File: src/rtl/fir_controller_if.sv
// rtl/fir_controller_if.sv - handshake and datapath-control bundle between a sample source and fir_controller
interface fir_controller_if #(
  parameter int AddrWidth = 6
) ();
  logic                 in_valid;
  logic                 ready;
  logic                 shift;
  logic                 flush;
  logic                 freeze;
  logic [AddrWidth-1:0] address;
  logic                 out_valid;

  // upstream side: offers samples, observes sequencing
  modport master (
    output in_valid,
    input  ready, shift, flush, freeze, address, out_valid
  );

  // controller side
  modport slave (
    input  in_valid,
    output ready, shift, flush, freeze, address, out_valid
  );
endinterface

File: src/rtl/fir_controller.sv
// rtl/fir_controller.sv - FIR MAC sequencer (IDLE/LOAD/MAC/DRAIN/DONE); optional macro FIR_BACK_TO_BACK_EN
module fir_controller #(
  parameter int FIR_size  = 64,
  parameter int AddrWidth = 6
) (
  input logic             clk,
  input logic             rst,
  fir_controller_if.slave bus
);

  typedef enum logic [2:0] {
    IDLE  = 3'd0,
    LOAD  = 3'd1,
    MAC   = 3'd2,
    DRAIN = 3'd3,
    DONE  = 3'd4
  } state_t;

  // last tap index; the MAC phase ends after this address has been issued
  localparam logic [AddrWidth-1:0] LastTap = AddrWidth'(FIR_size - 1);

  state_t               state_q;
  state_t               state_d;
  logic [AddrWidth-1:0] count_q;
  logic [AddrWidth-1:0] count_d;

  logic                 ready_o;
  logic                 shift_o;
  logic                 flush_o;
  logic                 freeze_o;
  logic [AddrWidth-1:0] address_o;
  logic                 out_valid_o;

  // state and tap counter registers; reset aborts any sequence in progress
  always_ff @(posedge clk) begin
    if (!rst) begin
      state_q <= IDLE;
      count_q <= '0;
    end else begin
      state_q <= state_d;
      count_q <= count_d;
    end
  end

  // next-state logic plus Moore output decode from state and counter only
  always_comb begin
    state_d     = state_q;
    count_d     = '0;
    ready_o     = 1'b0;
    shift_o     = 1'b0;
    flush_o     = 1'b0;
    freeze_o    = 1'b1;
    address_o   = '0;
    out_valid_o = 1'b0;

    case (state_q)
      IDLE: begin
        ready_o = 1'b1;
        if (bus.in_valid) begin
          state_d = LOAD;
        end
      end

      LOAD: begin
        // shift the new sample in and clear the product pipe and accumulator
        shift_o  = 1'b1;
        flush_o  = 1'b1;
        freeze_o = 1'b0;
        state_d  = MAC;
      end

      MAC: begin
        freeze_o  = 1'b0;
        address_o = count_q;
        if (count_q == LastTap) begin
          state_d = DRAIN;
        end else begin
          count_d = count_q + 1'b1;
        end
      end

      DRAIN: begin
        // one frozen cycle so the final product reaches the accumulator
        state_d = DONE;
      end

      DONE: begin
        out_valid_o = 1'b1;
`ifdef FIR_BACK_TO_BACK_EN
        ready_o = 1'b1;
        state_d = bus.in_valid ? LOAD : IDLE;
`else
        state_d = IDLE;
`endif
      end

      default: begin
        state_d = IDLE;
      end
    endcase
  end

  assign bus.ready     = ready_o;
  assign bus.shift     = shift_o;
  assign bus.flush     = flush_o;
  assign bus.freeze    = freeze_o;
  assign bus.address   = address_o;
  assign bus.out_valid = out_valid_o;

endmodule

File: src/flat_wrapper.sv
// flat-port wrapper written by rule: the top's interface ports become plain ports
module fir_controller_flat 
#(
  parameter int FIR_size  = 64,
  parameter int AddrWidth = 6
)
  (clk, rst, bus_in_valid, bus_ready, bus_shift, bus_flush, bus_freeze, bus_address, bus_out_valid);
  fir_controller_if #(.AddrWidth(AddrWidth)) bus_i ();
  input logic clk;
  input logic rst;
  input wire logic [$bits(bus_i.in_valid)-1:0] bus_in_valid;
  output wire logic [$bits(bus_i.ready)-1:0] bus_ready;
  output wire logic [$bits(bus_i.shift)-1:0] bus_shift;
  output wire logic [$bits(bus_i.flush)-1:0] bus_flush;
  output wire logic [$bits(bus_i.freeze)-1:0] bus_freeze;
  output wire logic [$bits(bus_i.address)-1:0] bus_address;
  output wire logic [$bits(bus_i.out_valid)-1:0] bus_out_valid;
  assign bus_i.in_valid = bus_in_valid;
  assign bus_ready = bus_i.ready;
  assign bus_shift = bus_i.shift;
  assign bus_flush = bus_i.flush;
  assign bus_freeze = bus_i.freeze;
  assign bus_address = bus_i.address;
  assign bus_out_valid = bus_i.out_valid;
  fir_controller #(.FIR_size(FIR_size), .AddrWidth(AddrWidth)) u_core (.clk(clk), .rst(rst), .bus(bus_i));
endmodule
File: config.mk
export PLATFORM = sky130hd
export DESIGN_NAME = fir_controller_flat
export DESIGN_NICKNAME = d
export VERILOG_FILES = /design/src/rtl/fir_controller_if.sv /design/src/rtl/fir_controller.sv /design/src/flat_wrapper.sv
export SDC_FILE = /design/constraint.sdc
export NUM_CORES = 1
export LEC_CHECK = 0
export CELL_PAD_IN_SITES_DETAIL_PLACEMENT = 0
export CELL_PAD_IN_SITES_GLOBAL_PLACEMENT = 2
export CORE_ASPECT_RATIO = 0.7
export CORE_MARGIN = 8
export CORE_UTILIZATION = 25
export DETAILED_ROUTE_END_ITERATION = 10
export GPL_TIMING_DRIVEN = 0
export HOLD_SLACK_MARGIN = 0.12
export PLACE_DENSITY = 0.74
export RECOVER_POWER = 25
export SYNTH_ARGS = -nofsm -noshare
export SYNTH_HDL_FRONTEND = slang
export SYNTH_SLANG_ARGS = --single-unit
File: constraint.sdc
create_clock -name clk -period 1.2 [get_ports clk]
set_input_delay 0.12 -clock clk [delete_from_list [all_inputs] [get_ports clk]]
set_output_delay 0.12 -clock clk [all_outputs]
set_load 0.02 [all_outputs]
# Word-level counts from Yosys, hierarchy flattened
# Index checks and enable logic that the tools add are counted.
# classes
bitwise_logic	2
muxes	8
n_eq_ne	7
n_reduce_logical	4
add_sub_neg	1
# op_table
op	n
case mux 3 bit (4 select lines)	1
adder 6 x 1 -> 6 bit (second input constant)	1
equality test 3 x 2 -> 1 bit (second input constant)	2
equality test 6 bit (second input constant)	1
2-to-1 mux 3 bit	2
2-to-1 mux 6 bit	1
2-to-1 mux 1 bit	4
equality test 3 x 1 -> 1 bit (second input constant)	1
equality test 3 bit (second input constant)	1
logical NOT 3 bit	1
OR reduction 3 bit	1
!= test 2 x 1 -> 1 bit (second input constant)	1
!= test 2 bit (second input constant)	1
inverter 1 bit	2
AND reduction 2 bit	1
OR reduction 2 bit	1
# totals
ff_bits	9
elab_cells	24

# Longest topological paths before layout
# logic_depth
ltp_word	3
mapped_depth	4
mapped_depth_nobuf	4

# Least setup slack after synthesis
# OpenSTA, ideal clock, no wires.
# synth_path
path_kind	reg-to-output
from	register u_core.state_q[1]
to	output bus_freeze
arrival_time_ps	1362
path_stages_with_launch	4
path_buffers	1
slack_ps	-282
path_cell_list	dfxtp_1 -> buf_2 -> nor3b_1 -> nor2_1
# synth_between
elab_chain_len	3
word_cells_on_any_way	4
classes_between	eq/ne (2); mux (1); reduce/logical (1)
# synth_rtl
element	line	text
from (decl)	fir_controller.sv:22	state_t state_q;
from (signal assigned)	fir_controller.sv:40	state_q <= state_d;
equality test 3 x 1 -> 1 bit or equality test 3 x 2 -> 1 bit (tied branches)	fir_controller.sv:56	case (state_q)
OR reduction 2 bit (no source line) (*)	--	
2-to-1 mux 1 bit (*)	fir_controller.sv:56	
to (decl)	flat_wrapper.sv:15	output wire logic [$bits(bus_i.freeze)-1:0] bus_freeze;
# Mark *: on every way between the ends. The rest lies on a longest branch, timed or not.

# Worst setup path after layout
# layout_path
from	register u_core.state_q[1]
to	output bus_address[4]
# layout_between
elab_chain_len	2
# layout_rtl
element	line	text
equality test 3 x 2 -> 1 bit	fir_controller.sv:56	
2-to-1 mux 6 bit	fir_controller.sv:56	
to (decl)	flat_wrapper.sv:16	output wire logic [$bits(bus_i.address)-1:0] bus_address;
# No other way between the ends.

==> flow_summary.json <==
{
  "status": "complete, but fails checks",
  "failed_checks": "setup timing",
  "yosysTopAreaCellShare": 0.385,
  "max_freq_mhz": 706,
  "ys_async_sr_fraction": 0,
  "grt_pass1_wl_um": 1990,
  "synth_most_common_cell": "dfxtp_1",
  "pin_count": 14,
  "gr-total-overflow": 0,
  "fin_ws_ns": -0.217,
  "cts-htree-levels": 1,
  "ys_seq_area_frac": 0.385,
  "num-fill-cells": 184,
  "worstPathRequired_ns": 1.08,
  "yosys_warnings": 0,
  "initial_core_util": 0.259,
  "syn_nets": 54,
  "n_antenna_cell": 0,
  "synth_top_cell_by_area": "dfxtp_1",
  "postRouteAntennaNets": 0,
  "end_kind": "primary output",
  "placed_area_um2": 631,
  "power_density_mw_per_mm2": 887,
  "synth_edf_count": 0,
  "rows": 13,
  "gp_congestion": 0.696,
  "grt_pass1_vias": 423,
  "cts_buffers": 3,
  "arrival_ns": 1.30,
  "report.final.slew_viol_count": 0,
  "slew_headroom": 0.840,
  "cts_root_buf": "clkbuf_4",
  "clkSlewWorstSetupHoldPaths_ns": 0.07,
  "rsz0062_at_grt": "true",
  "clk_latency_ns": 0.26,
  "post-place-ws_ns": -0.607,
  "syn_to_final_growth_pct": 91.4,
  "drt-total-wl_um": 1220,
  "grt-busiest-layer": "met2",
  "fin_crit_ns": 1.42,
  "die-height_um": 52.2,
  "p_leak_nw": 0.361,
  "max-clock-path-buffers": 2,
  "setup_violations": 11,
  "drive_gt1_frac": 0.659,
  "vias": 449,
  "hold_viol": 0,
  "regArea_um2": 194,
  "fin_area_um2": 896,
  "syn_area_um2": 468,
  "hold_class": "reg2reg",
  "critPathKind": "reg2out",
  "cts_tree": "built",
  "clock-sinks": 9,
  "syn_avg_cell_area_um2": 9.36,
  "synthDistinctLibCells": 26,
  "drc": 0,
  "die_w_um": 67.7,
  "multiInputGateArea_um2": 344,
  "routedWlPerCell_um": 11.7,
  "synth_top_flop_cell": "dfxtp_1",
  "grt_usage": 0.0738,
  "slowest_delay_ns": 0.32,
  "ys_ff_latch": 9,
  "dieArea_mm2": 0.00353,
  "finalNetCount": 87,
  "finalCritPeriodShare": 1.18,
  "firstDrtPassIters": 4,
  "crit_fanout": 4,
  "vdd.ir_drop.worst_mv": 0.433,
  "vias_per_cell": 4.32,
  "fin_skew_ns": 0.00726,
  "met1_usage": 0.0905,
  "syn_inst": 50,
  "drt_iter0_drc": 3,
  "ys_top_cells_by_count": "9 x dfxtp_1, 6 x and2_1, 6 x nor2_1, 3 x xnor2_1",
  "use_met2": 0.115,
  "critPathLaunchType": "flip-flop",
  "drv_cap": 0,
  "antenna_found_initial": 0,
  "io_buffers": 13,
  "postCtsHoldBufs": 0,
  "grt_max_degree": 8,
  "grtUsageMet3": 0.0128,
  "crit_chain": "buf_6, nor3b_4, buf_4, and2_4, buf_6",
  "cpMostUsedCell": "buf_6",
  "hpwl_um": 780,
  "worst_pin_slew_ns": 0.239,
  "critPathSlowestCell": "dfxtp_2",
  "core_area_mm2": 0.00181,
  "synthTopCellsByArea": "dfxtp_1 39%, and2_1 8.0%, nand4bb_4 5.9%, xnor2_1 5.6%, nor2_1 4.8%"
}
==> per-stage QoR <==
| step | setup TNS (ns) | instances | utilization | total power, mW | hold slack [ns] |
|---|---|---|---|---|---|
| finish | -2.15 | 104 | 0.496 | 0.794 | 0.440 |
| detailed placement | -5.42 | 85 | 0.349 | 0.457 | 0.500 |
| CTS | -1.97 | 100 | 0.439 | 0.758 | 0.470 |
| global placement | -5.28 | 85 | 0.349 | 0.457 | 0.488 |
| floorplan | 0 | 50 | - | 0.404 | 0.276 |
| global route | -2.77 | 104 | 0.496 | 0.840 | 0.455 |
==> state kept, by name, summed over array words and instances (netlist names) <==
name	cells
u_core.count_q	6
u_core.state_q	3
==> cells by family after synthesis <==
group,count (synthesis),share of synthesized area
adders and majority gates,1,0.0267
AOI/OAI and AO/OA,5,0.0695
buffers and inverters,4,0.0588
xor gates and xnor gates,4,0.0749
DFF,9,0.385
and+or+nand+nor,27,0.385
==> worst max-delay path, delay by kind of cell, from the launching register on <==
| family | cells | cell delay (ns) |
|---|---|---|
| buffers and inverters | 3 | 0.37 |
| and+or+nand+nor | 2 | 0.35 |
| DFF | 1 | 0.32 |
==> where the power goes <==
group	switching (mW)	internal (mW)
clock	0.108	0.128
combinational	0.0948	0.148
sequential	0.0105	0.305
total	0.214	0.581
==> layout make-up <==
cell class | count | share of cell area
inverters | 1 | 0.00419
plain buffers | 2 | 0.0209
multi-input cells | 37 | 0.384
clock buffers | 4 | 0.0293
well taps | 22 | 0.0307
repair buffers | 29 | 0.314
flip-flops and latches | 9 | 0.216
==> timing repair <==
item,4_1_cts,5_1_grt
setup buffers,12,7
setup endpoints to repair,15,17
resized for setup,82,16
pin swaps,3,6
==> per-layer routing <==
metal  wire length, µm  share of wire
met3                48          0.039
met4                 8         0.0066
met2               617           0.51
met5                 0              0
met1               544           0.45
==> layout by cell type, fill, tap and decap left out <==
cell type,instances
buf_6,14
buf_4,13
and2_4,6
nor2_1,5
dfxtp_1,4
xnor2_1,3
clkbuf_4,3
dfxtp_4,3
nor3b_4,2
nand3_1,2
a21oi_1,2
clkdlybuf4s50_1,2
dfxtp_2,2
nor3_1,1
nor3b_2,1
nor2_4,1
and3_4,1
nor2b_1,1
a41oi_2,1
nand2b_1,1
nor3_2,1
nand4bb_4,1
a31o_4,1
xor2_1,1
nor2_2,1
and4b_1,1
inv_1,1
o21ai_0,1
nand2_1,1
or3_1,1
ha_4,1
clkbuf_1,1
buf_2,1
buf_12,1
==> final timing paths <==
path	from	to	slack, ns	cells after the start
worst max-delay path	u_core.state_q[1]$_SDFFE_PN0P_	bus_address[4]	-0.22	5
worst min-delay path	u_core.count_q[0]$_SDFF_PP0_	u_core.count_q[0]$_SDFF_PP0_	0.44	1
worst max register to register	u_core.state_q[1]$_SDFFE_PN0P_	u_core.count_q[0]$_SDFF_PP0_	0.07	6
worst min register to register	u_core.count_q[0]$_SDFF_PP0_	u_core.count_q[0]$_SDFF_PP0_	0.44	1
Note: power is estimated with default switching activity, not from simulation.
